`config.mk`:
```
export PLATFORM = sky130hd
export DESIGN_NAME = bubble_sort_ctrl
export DESIGN_NICKNAME = d
export VERILOG_FILES = /design/src/rtl/bubble_sort_ctrl_pkg.sv /design/src/rtl/bubble_sort_ctrl_le_w.sv /design/src/rtl/bubble_sort_ctrl.sv
export SDC_FILE = /design/constraint.sdc
export NUM_CORES = 1
export LEC_CHECK = 0
export CORE_MARGIN = 2
export CORE_UTILIZATION = 50
export DETAILED_ROUTE_END_ITERATION = 8
export GPL_ROUTABILITY_DRIVEN = 0
export HOLD_SLACK_MARGIN = 0.15
export PLACE_DENSITY_LB_ADDON = 0.25
export SLEW_MARGIN = 20
export SYNTH_ARGS = -nofsm -noshare
export SYNTH_HDL_FRONTEND = slang
export SYNTH_SLANG_ARGS = --single-unit
```
`constraint.sdc`:
```
create_clock -name clk -period 6 [get_ports clk]
set_input_delay 0.9 -clock clk [delete_from_list [all_inputs] [get_ports clk]]
set_output_delay 0.9 -clock clk [all_outputs]
set_load 0.005 [all_outputs]
```
`src/rtl/bubble_sort_ctrl_pkg.sv`:
```
// Shared definitions for the bubble-sort controller: FSM states, counter width,
// default geometry and a saturating-increment helper.
package bubble_sort_ctrl_pkg;

  typedef enum logic [1:0] {
    S_IDLE = 2'd0,
    S_CMP  = 2'd1,
    S_DONE = 2'd2
  } state_t;

  localparam int SWAP_CNT_W = 8;
  localparam int DEF_N      = 8;
  localparam int DEF_W      = 4;

  function automatic logic [SWAP_CNT_W-1:0] sat_inc(input logic [SWAP_CNT_W-1:0] v);
    return (v == '1) ? v : v + SWAP_CNT_W'(1);
  endfunction

endpackage

```
`src/rtl/bubble_sort_ctrl_le_w.sv`:
```
// W-bit combinational comparator, o = (a <= b). Shared by every compare of the sort.
module le_w #(
  parameter int W = 4
) (
  input  logic [W-1:0] a,
  input  logic [W-1:0] b,
  output logic         o
);

  assign o = (a <= b);

endmodule

```
`src/rtl/bubble_sort_ctrl.sv`:
```
// In-place ascending bubble sort of an N-entry register buffer, one compare per clock.
// Optional feature macro SORT_EARLY_EXIT_EN: stop after the first pass with no swap.
module bubble_sort_ctrl
  import bubble_sort_ctrl_pkg::*;
#(
  parameter  int N  = DEF_N,
  parameter  int W  = DEF_W,
  localparam int AW = $clog2(N)
) (
  input  logic                  clk,
  input  logic                  rst,
  input  logic                  wr_en,
  input  logic [AW-1:0]         wr_addr,
  input  logic [W-1:0]          wr_data,
  input  logic                  start,
  input  logic [AW-1:0]         rd_addr,
  output logic [W-1:0]          rd_data,
  output logic                  busy,
  output logic                  done,
  output logic [SWAP_CNT_W-1:0] swap_cnt
);

  state_t                  state_q, state_d;
  logic [W-1:0]            entry_q [N];
  logic [AW-1:0]           idx_q, pass_q;
  logic [AW-1:0]           idx_nxt, last_idx;
  logic [SWAP_CNT_W-1:0]   swap_cnt_q;
  logic [W-1:0]            cmp_a, cmp_b;
  logic                    in_order;
  logic                    do_swap;
  logic                    pass_end;
  logic                    last_pass;
  logic                    sort_end;
  logic                    sort_go;
  logic                    wr_hit;

  // ---------------------------------------------------------------------------
  // Compare datapath: a single comparator sees the adjacent pair at idx.
  // ---------------------------------------------------------------------------
  assign idx_nxt  = idx_q + AW'(1);
  assign last_idx = AW'(N - 2) - pass_q;
  assign cmp_a    = entry_q[idx_q];
  assign cmp_b    = entry_q[idx_nxt];

  le_w #(.W(W)) u_le (
    .a (cmp_a),
    .b (cmp_b),
    .o (in_order)
  );

  // Equal neighbours count as in order, which keeps the sort stable.
  assign do_swap   = (state_q == S_CMP) && !in_order;
  assign pass_end  = (idx_q == last_idx);
  assign last_pass = (pass_q == AW'(N - 2));
  assign sort_go   = (state_q == S_IDLE) && start;
  assign wr_hit    = (state_q == S_IDLE) && wr_en && (int'(wr_addr) < N);

`ifdef SORT_EARLY_EXIT_EN
  logic swapped_q;

  // A pass with no swap anywhere (including this final compare) means sorted.
  assign sort_end = pass_end && (last_pass || !(swapped_q || do_swap));

  always_ff @(posedge clk) begin
    if (rst) begin
      swapped_q <= 1'b0;
    end else if (sort_go) begin
      swapped_q <= 1'b0;
    end else if (state_q == S_CMP) begin
      swapped_q <= pass_end ? 1'b0 : (swapped_q | do_swap);
    end
  end
`else
  assign sort_end = pass_end && last_pass;
`endif

  // ---------------------------------------------------------------------------
  // Control FSM
  // ---------------------------------------------------------------------------
  always_ff @(posedge clk) begin
    // NOTE: registered state is always assigned with <= so every flop samples
    // pre-edge values; blocking assignments here would create ordering races.
    if (rst) begin
      state_q <= S_IDLE;
    end else begin
      state_q <= state_d;
    end
  end

  always_comb begin
    // NOTE: every output of this block gets a default first, so no path can
    // leave one unassigned and infer a latch.
    state_d = state_q;
    busy    = 1'b0;
    done    = 1'b0;
    unique case (state_q)
      S_IDLE: begin
        if (start) state_d = S_CMP;
      end
      S_CMP: begin
        busy = 1'b1;
        if (sort_end) state_d = S_DONE;
      end
      S_DONE: begin
        done    = 1'b1;
        state_d = S_IDLE;
      end
      default: state_d = S_IDLE;
    endcase
  end

  // ---------------------------------------------------------------------------
  // Pass / index / swap counters
  // ---------------------------------------------------------------------------
  always_ff @(posedge clk) begin
    if (rst) begin
      idx_q      <= '0;
      pass_q     <= '0;
      swap_cnt_q <= '0;
    end else if (sort_go) begin
      idx_q      <= '0;
      pass_q     <= '0;
      swap_cnt_q <= '0;
    end else if (state_q == S_CMP) begin
      if (do_swap) swap_cnt_q <= sat_inc(swap_cnt_q);
      if (pass_end) begin
        idx_q  <= '0;
        pass_q <= pass_q + AW'(1);
      end else begin
        idx_q  <= idx_nxt;
      end
    end
  end

  // ---------------------------------------------------------------------------
  // Entry buffer: loaded in IDLE, rearranged in place during CMP.
  // ---------------------------------------------------------------------------
  always_ff @(posedge clk) begin
    // NOTE: the buffer is a flop array that must read back as zero after reset,
    // so every entry is cleared here; this also keeps it out of RAM inference.
    if (rst) begin
      for (int i = 0; i < N; i++) entry_q[i] <= '0;
    end else if (wr_hit) begin
      entry_q[wr_addr] <= wr_data;
    end else if (do_swap) begin
      entry_q[idx_q]   <= cmp_b;
      entry_q[idx_nxt] <= cmp_a;
    end
  end

  assign rd_data  = (int'(rd_addr) < N) ? entry_q[rd_addr] : '0;
  assign swap_cnt = swap_cnt_q;

endmodule

```
==> results.yml, run 1 <==
power:
  power_switching_mw: 0.242
  p_int_mw: 0.595
  swShare: 0.289
  clkPwrFrac: 0.299
  power_frac_seq: 0.483
  p_leak_nw: 1.29
  power_frac_comb: 0.218
  peakVddDrop_mv: 0.109
  powerDensity_nw_per_um2: 218
sta:
  tightest_slew_ps: 941
  slew_headroom: 0.370
  setup_viol: 0
  rsz0062_at_grt: "false"
  min_period_ps: 4910
  fin_worst_skew_ps: 8.73
  finalSetupTns_ps: 0
  fmax_ghz: 0.204
  finalCritPeriodShare: 0.818
  hold_viol: 0
  slew_violations: 0
  layout_setup_ws_ps: 1090
clocking:
  cts-resized-gates: 0
  cts_buffer_depth: 2
  numCtsBuffers: 5
  post_cts_buffers: 0
  worstSkewPairLatency_ps: 310
  root_buffer: "clkbuf_8"
  clock_sinks: 51
  cts_tree: "built"
  cts_max_level: 2
  ctsHoldBuffers: 0
  clk_pin_slew_ps: 100
synth:
  synth_top_family_by_area: "multiplexers"
  synth_largest_area_cell: "edfxtp_1"
  synth_top_area_frac: 0.280
  ys_seq_elements: 51
  synth_area_leaders: "edfxtp_1, mux4_2, dfxtp_1, mux4_1, o32ai_1"
  yosysWarnings: 0
  syn_inst: 282
  syn_area_um2: 3430
  synth-simple-area-share: 0.118
  synth_fa_ha_area_frac: 0.0292
  async_reset_ff_frac: 0
  syn-num-nets: 304
  synth-edff-count: 32
  syn_avg_cell_area_um2: 12.1
  synth-seq-area-share: 0.392
  synth-xor-area-share: 0.0329
  muxShareOfSynthArea: 0.239
  synth-compound-area-share: 0.150
  synth_cell_types: 56
  synth_ff_type: "edfxtp_1"
run:
  max-cap-violations: 0
grt:
  grt_max_degree: 26
  gr-total-overflow: 0
  grt_pass1_wl_um: 13900
  antenna_found_initial: 0
  track_usage: 0.245
  first_global_vias: 2493
critical_path:
  critPathLaunchType: "flip-flop"
  end_kind: "flip-flop"
  critPathMaxFanout: 23
  startpoint: "idx_q[1]"
  path_class: "flip-flop to flip-flop"
  cp.required_ps: 5980
  arrival_ps: 4890
  r2r-start: "idx_q[1]"
detailed_routing:
  vias: 2645
  dr.pass1.iters: 7
  drc: 0
  drt_iter0_drc: 336
  avgRoutedWirePerCell_um: 22.4
  antenna_left: 0
  vias_per_cell: 6.87
  wl_um: 8640
die:
  ios: 28
  die_x_um: 86.8
  die_area_um2: 7530
  row_count: 30
  core_um2: 6720
  initial_core_util: 0.510
  die_h_um: 86.8
worst_hold_path:
  worstHoldStart: "state_q[1]"
  min_path_type: "flip-flop to flip-flop"
final_layout:
  final_common_cell: "edfxtp_1"
  area_growth_pct: 12.4
  fillers: 559
  multi_input_area_um2: 1950
  regArea_um2: 1340
  antenna_cells: 0
  final_cell_mix: "edfxtp_1, clkdlybuf4s50_1, nor2_1, dfxtp_1, mux4_2"
  final_nets: 326
  drive_gt1_frac: 0.177
outcome:
  status: "completed"
placed_design:
  port_buffers: 27
  dp_hpwl_um: 6540
  place_ws_ps: 1140
power by group through the flow:
stage               logic, mW  registers (mW)  clock network [mW]
floorplan               0.132           0.403                   0
global placement        0.177           0.412                   0
detailed placement      0.180           0.413                   0
CTS                     0.181           0.405               0.253
global route            0.196           0.407               0.263
finish                  0.182           0.405               0.250
flip-flops by register name, summed over array words and instances, names as in the netlist, named ones only:
register,flops
state_q,2
swap_cnt,8
entry_q,32
idx_q,3
pass_q,3
cell usage after synthesis (5+ instances only):
library cell and count:
o22ai_1 8, o32ai_1 16, dfxtp_1 19, a21oi_1 5
mux4_1 7, nor2_1 19, edfxtp_1 32, nand2_1 14
nand3_1 7, o31ai_1 8, ha_1 8, mux2_2 7
xnor2_1 7, nand4_1 11, inv_1 9, mux2i_1 12
clkbuf_1 8, mux4_2 17
stage by stage:
stage	cell area, um2	utilization	hold slack [ps]	cells	power [mW]
global placement	3730	0.556	467	377	0.590
finish	3850	0.573	486	385	0.837
floorplan	3430	-	432	282	0.535
CTS	3850	0.573	486	385	0.839
global route	3850	0.573	513	385	0.866
detailed placement	3730	0.556	469	377	0.593
layer usage:
layer | GRT usage | share of wire | vias up
met5 | 0 | 0 | -
met4 | 0.0582 | 0.020 | 0
met3 | 0.0362 | 0.068 | 18
met2 | 0.422 | 0.50 | 141
met1 | 0.328 | 0.41 | 1286
li1 | - | - | 1200
final timing paths:
kind / to / slack (ps) / cells past startpoint
max: entry_q[7][0] / 1090 / 11
min: state_q[0] / 490 / 1
max reg2reg: entry_q[7][0] / 1090 / 11
min reg2reg: state_q[0] / 490 / 1
critical path, cell delays in order, from the launching register on:
cell      delay [ps]
dfxtp_1          490
ha_1             360
xor2_2           150
buf_4            220
mux4_1           570
mux2i_1          310
ha_1             340
and4_1           260
or3_4            380
a21oi_4          580
mux2_2           500
o211ai_1         410
final cells by class:
type	instances	area share
repair buffers	32	0.0799
multi-input cells	204	0.506
well taps	80	0.0260
clock inverters	3	0.0120
inverters	10	0.00975
flip-flops and latches	51	0.348
clock buffers	5	0.0179
cell families after synthesis:
| group | count (synthesis) |
|---|---|
| compound gates | 63 |
| simple gates | 75 |
| flops | 51 |
| xor+xnor | 12 |
| fa+ha+maj | 8 |
| mux | 46 |
| buf+inv | 27 |
No activity file was read; power rests on OpenSTA's default activity.
==> inputs of run 2 (changes only) <==
Clock period 6 ns to 4.1 ns, I/O delays scaled along.
==> run 2 against run 1 <==
  * Cell count grew 5.5%
  * Clock power grew 44%
  * First-iteration DRC count grew 69%
  * Cell area grew 5.2%
  * Die area is the same
  * Clock skew grew 1.2 ps
  * Sequential cell count is the same
  * Non-clock buffer count grew 21
  * Clock-buffer cell count is the same
  * Via count grew 3.9%
  * Critical endpoint is now entry_q[7][1]
  * Highest routed layer unchanged
==> results.yml, run 2 (synthesized netlist as in run 1, its figures left out) <==
final_layout:
  instances_no_fill: 406
  area_growth_pct: 18.3
  largest-register: "entry_q"
  final_cell_mix: "edfxtp_1, clkdlybuf4s50_1, buf_4"
  largest_register_ffs: 32
  fin_area_um2: 4050
  final_nets: 347
  antenna_cells: 0
  final_common_cell: "edfxtp_1"
  drive_gt1_frac: 0.239
sta:
  rsz0062_at_grt: "true"
  finalCritPeriodShare: 0.980
  hold_slack_ps: 488
  slew_violations: 0
  tightest_slew_ps: 582
  fin_worst_skew_ps: 9.90
  fmax_ghz: 0.249
  setup_viol: 0
  hold_viol: 0
  slew_headroom: 0.612
  min_period_ps: 4020
outcome:
  status: "completed"
detailed_routing:
  avgRoutedWirePerCell_um: 21.8
  vias_per_cell: 6.77
  antenna_left: 0
  dr.pass1.iters: 5
  wl_um: 8860
  vias: 2747
  drt_iter0_drc: 568
  drc: 0
worst_hold_path:
  worstHoldStart: "pass_q[1]"
  min_path_type: "flip-flop to flip-flop"
critical_path:
  r2r-start: "idx_q[0]"
  cp.required_ps: 4200
  reg2regPathDepth: 11
  arrival_ps: 4110
  critPathMaxFanout: 14
  rr_endpoint: "entry_q[7][1]"
  path_class: "flip-flop to flip-flop"
  end_kind: "flip-flop"
  critPathLaunchType: "flip-flop"
  endpoint: "entry_q[7][1]"
  startpoint: "idx_q[0]"
  r2r_slack_ps: 80
clocking:
  clk_pin_slew_ps: 100
  cts_max_level: 2
  worstSkewPairLatency_ps: 310
  numCtsBuffers: 5
  clock_sinks: 51
  cts_tree: "built"
  cts_buffer_depth: 2
  root_buffer: "clkbuf_8"
die:
  initial_core_util: 0.510
  core_um2: 6720
  die_x_um: 86.8
  row_count: 30
  die_area_um2: 7530
  die_h_um: 86.8
  ios: 28
placed_design:
  place_inst: 393
  dp_hpwl_um: 6920
  port_buffers: 27
  place_area_um2: 3870
grt:
  first_global_vias: 2630
  gr-total-overflow: 0
  grt_max_degree: 26
  antenna_found_initial: 0
  track_usage: 0.246
  grt_pass1_wl_um: 14000
power:
  p_leak_nw: 1.40
  powerDensity_nw_per_um2: 309
  peakVddDrop_mv: 0.168
run:
  max-cap-violations: 0
-- run 2: metal layers --
layer | up-vias | share of wire | global-route usage
met5 | - | 0 | 0
met4 | 0 | 0.042 | 0.108
met3 | 33 | 0.075 | 0.0505
met2 | 186 | 0.49 | 0.403
met1 | 1290 | 0.40 | 0.316
li1 | 1238 | - | -
-- run 2: cell type report --
| cell class | instances | area [um2] |
|---|---|---|
| fillers | 546 | 2670 |
| multi-input cells | 204 | 1990 |
| flip-flops and latches | 51 | 1340 |
| repair buffers | 53 | 469 |
| well taps | 80 | 100 |
| clock buffers | 5 | 68.8 |
| clock inverters | 3 | 46.3 |
| inverters | 10 | 37.5 |
-- run 2: worst min path at each step --
stage,endpoint,depth (start not counted)
2_1_floorplan,state_q[0],1
3_3_place_gp,pass_q[1],2
3_5_place_dp,pass_q[1],2
4_1_cts,pass_q[1],2
5_1_grt,pass_q[1],2
6_report,pass_q[1],2
-- run 2: critical path, stage by stage, from the launching register on --
cell and delay [ps]:
dfxtp_1 390, ha_4 200, xor2_4 270, mux4_1 600
mux2i_2 260, ha_1 320, and4_1 250, or3_4 370
a21oi_4 160, buf_6 200, mux2_2 440, o32ai_1 340
-- run 2: through the flow --
stage	TNS [ps]	power [mW]	util	worst slack (ps)
floorplan	0	0.784	-	41.4
global placement	0	0.879	0.576	71.0
detailed placement	-19.3	0.887	0.576	-4.87
CTS	0	1.24	0.594	15.1
global route	-41.4	1.30	0.603	-22.6
finish	0	1.25	0.603	84.0
-- run 2: where the power goes --
part,switching [mW],total [mW],internal (mW)
Sequential,0.0258,0.595,0.569
Combinational,0.157,0.296,0.140
Clock,0.176,0.360,0.184
Total,0.358,1.25,0.893
-- run 2: repair_timing --
item,in CTS,in global routing
gates resized for setup,0,7
pin swaps,1,3
setup endpoints to repair,4,61
buffers inserted,1,4
hold buffers,0,0
gates cloned,0,0
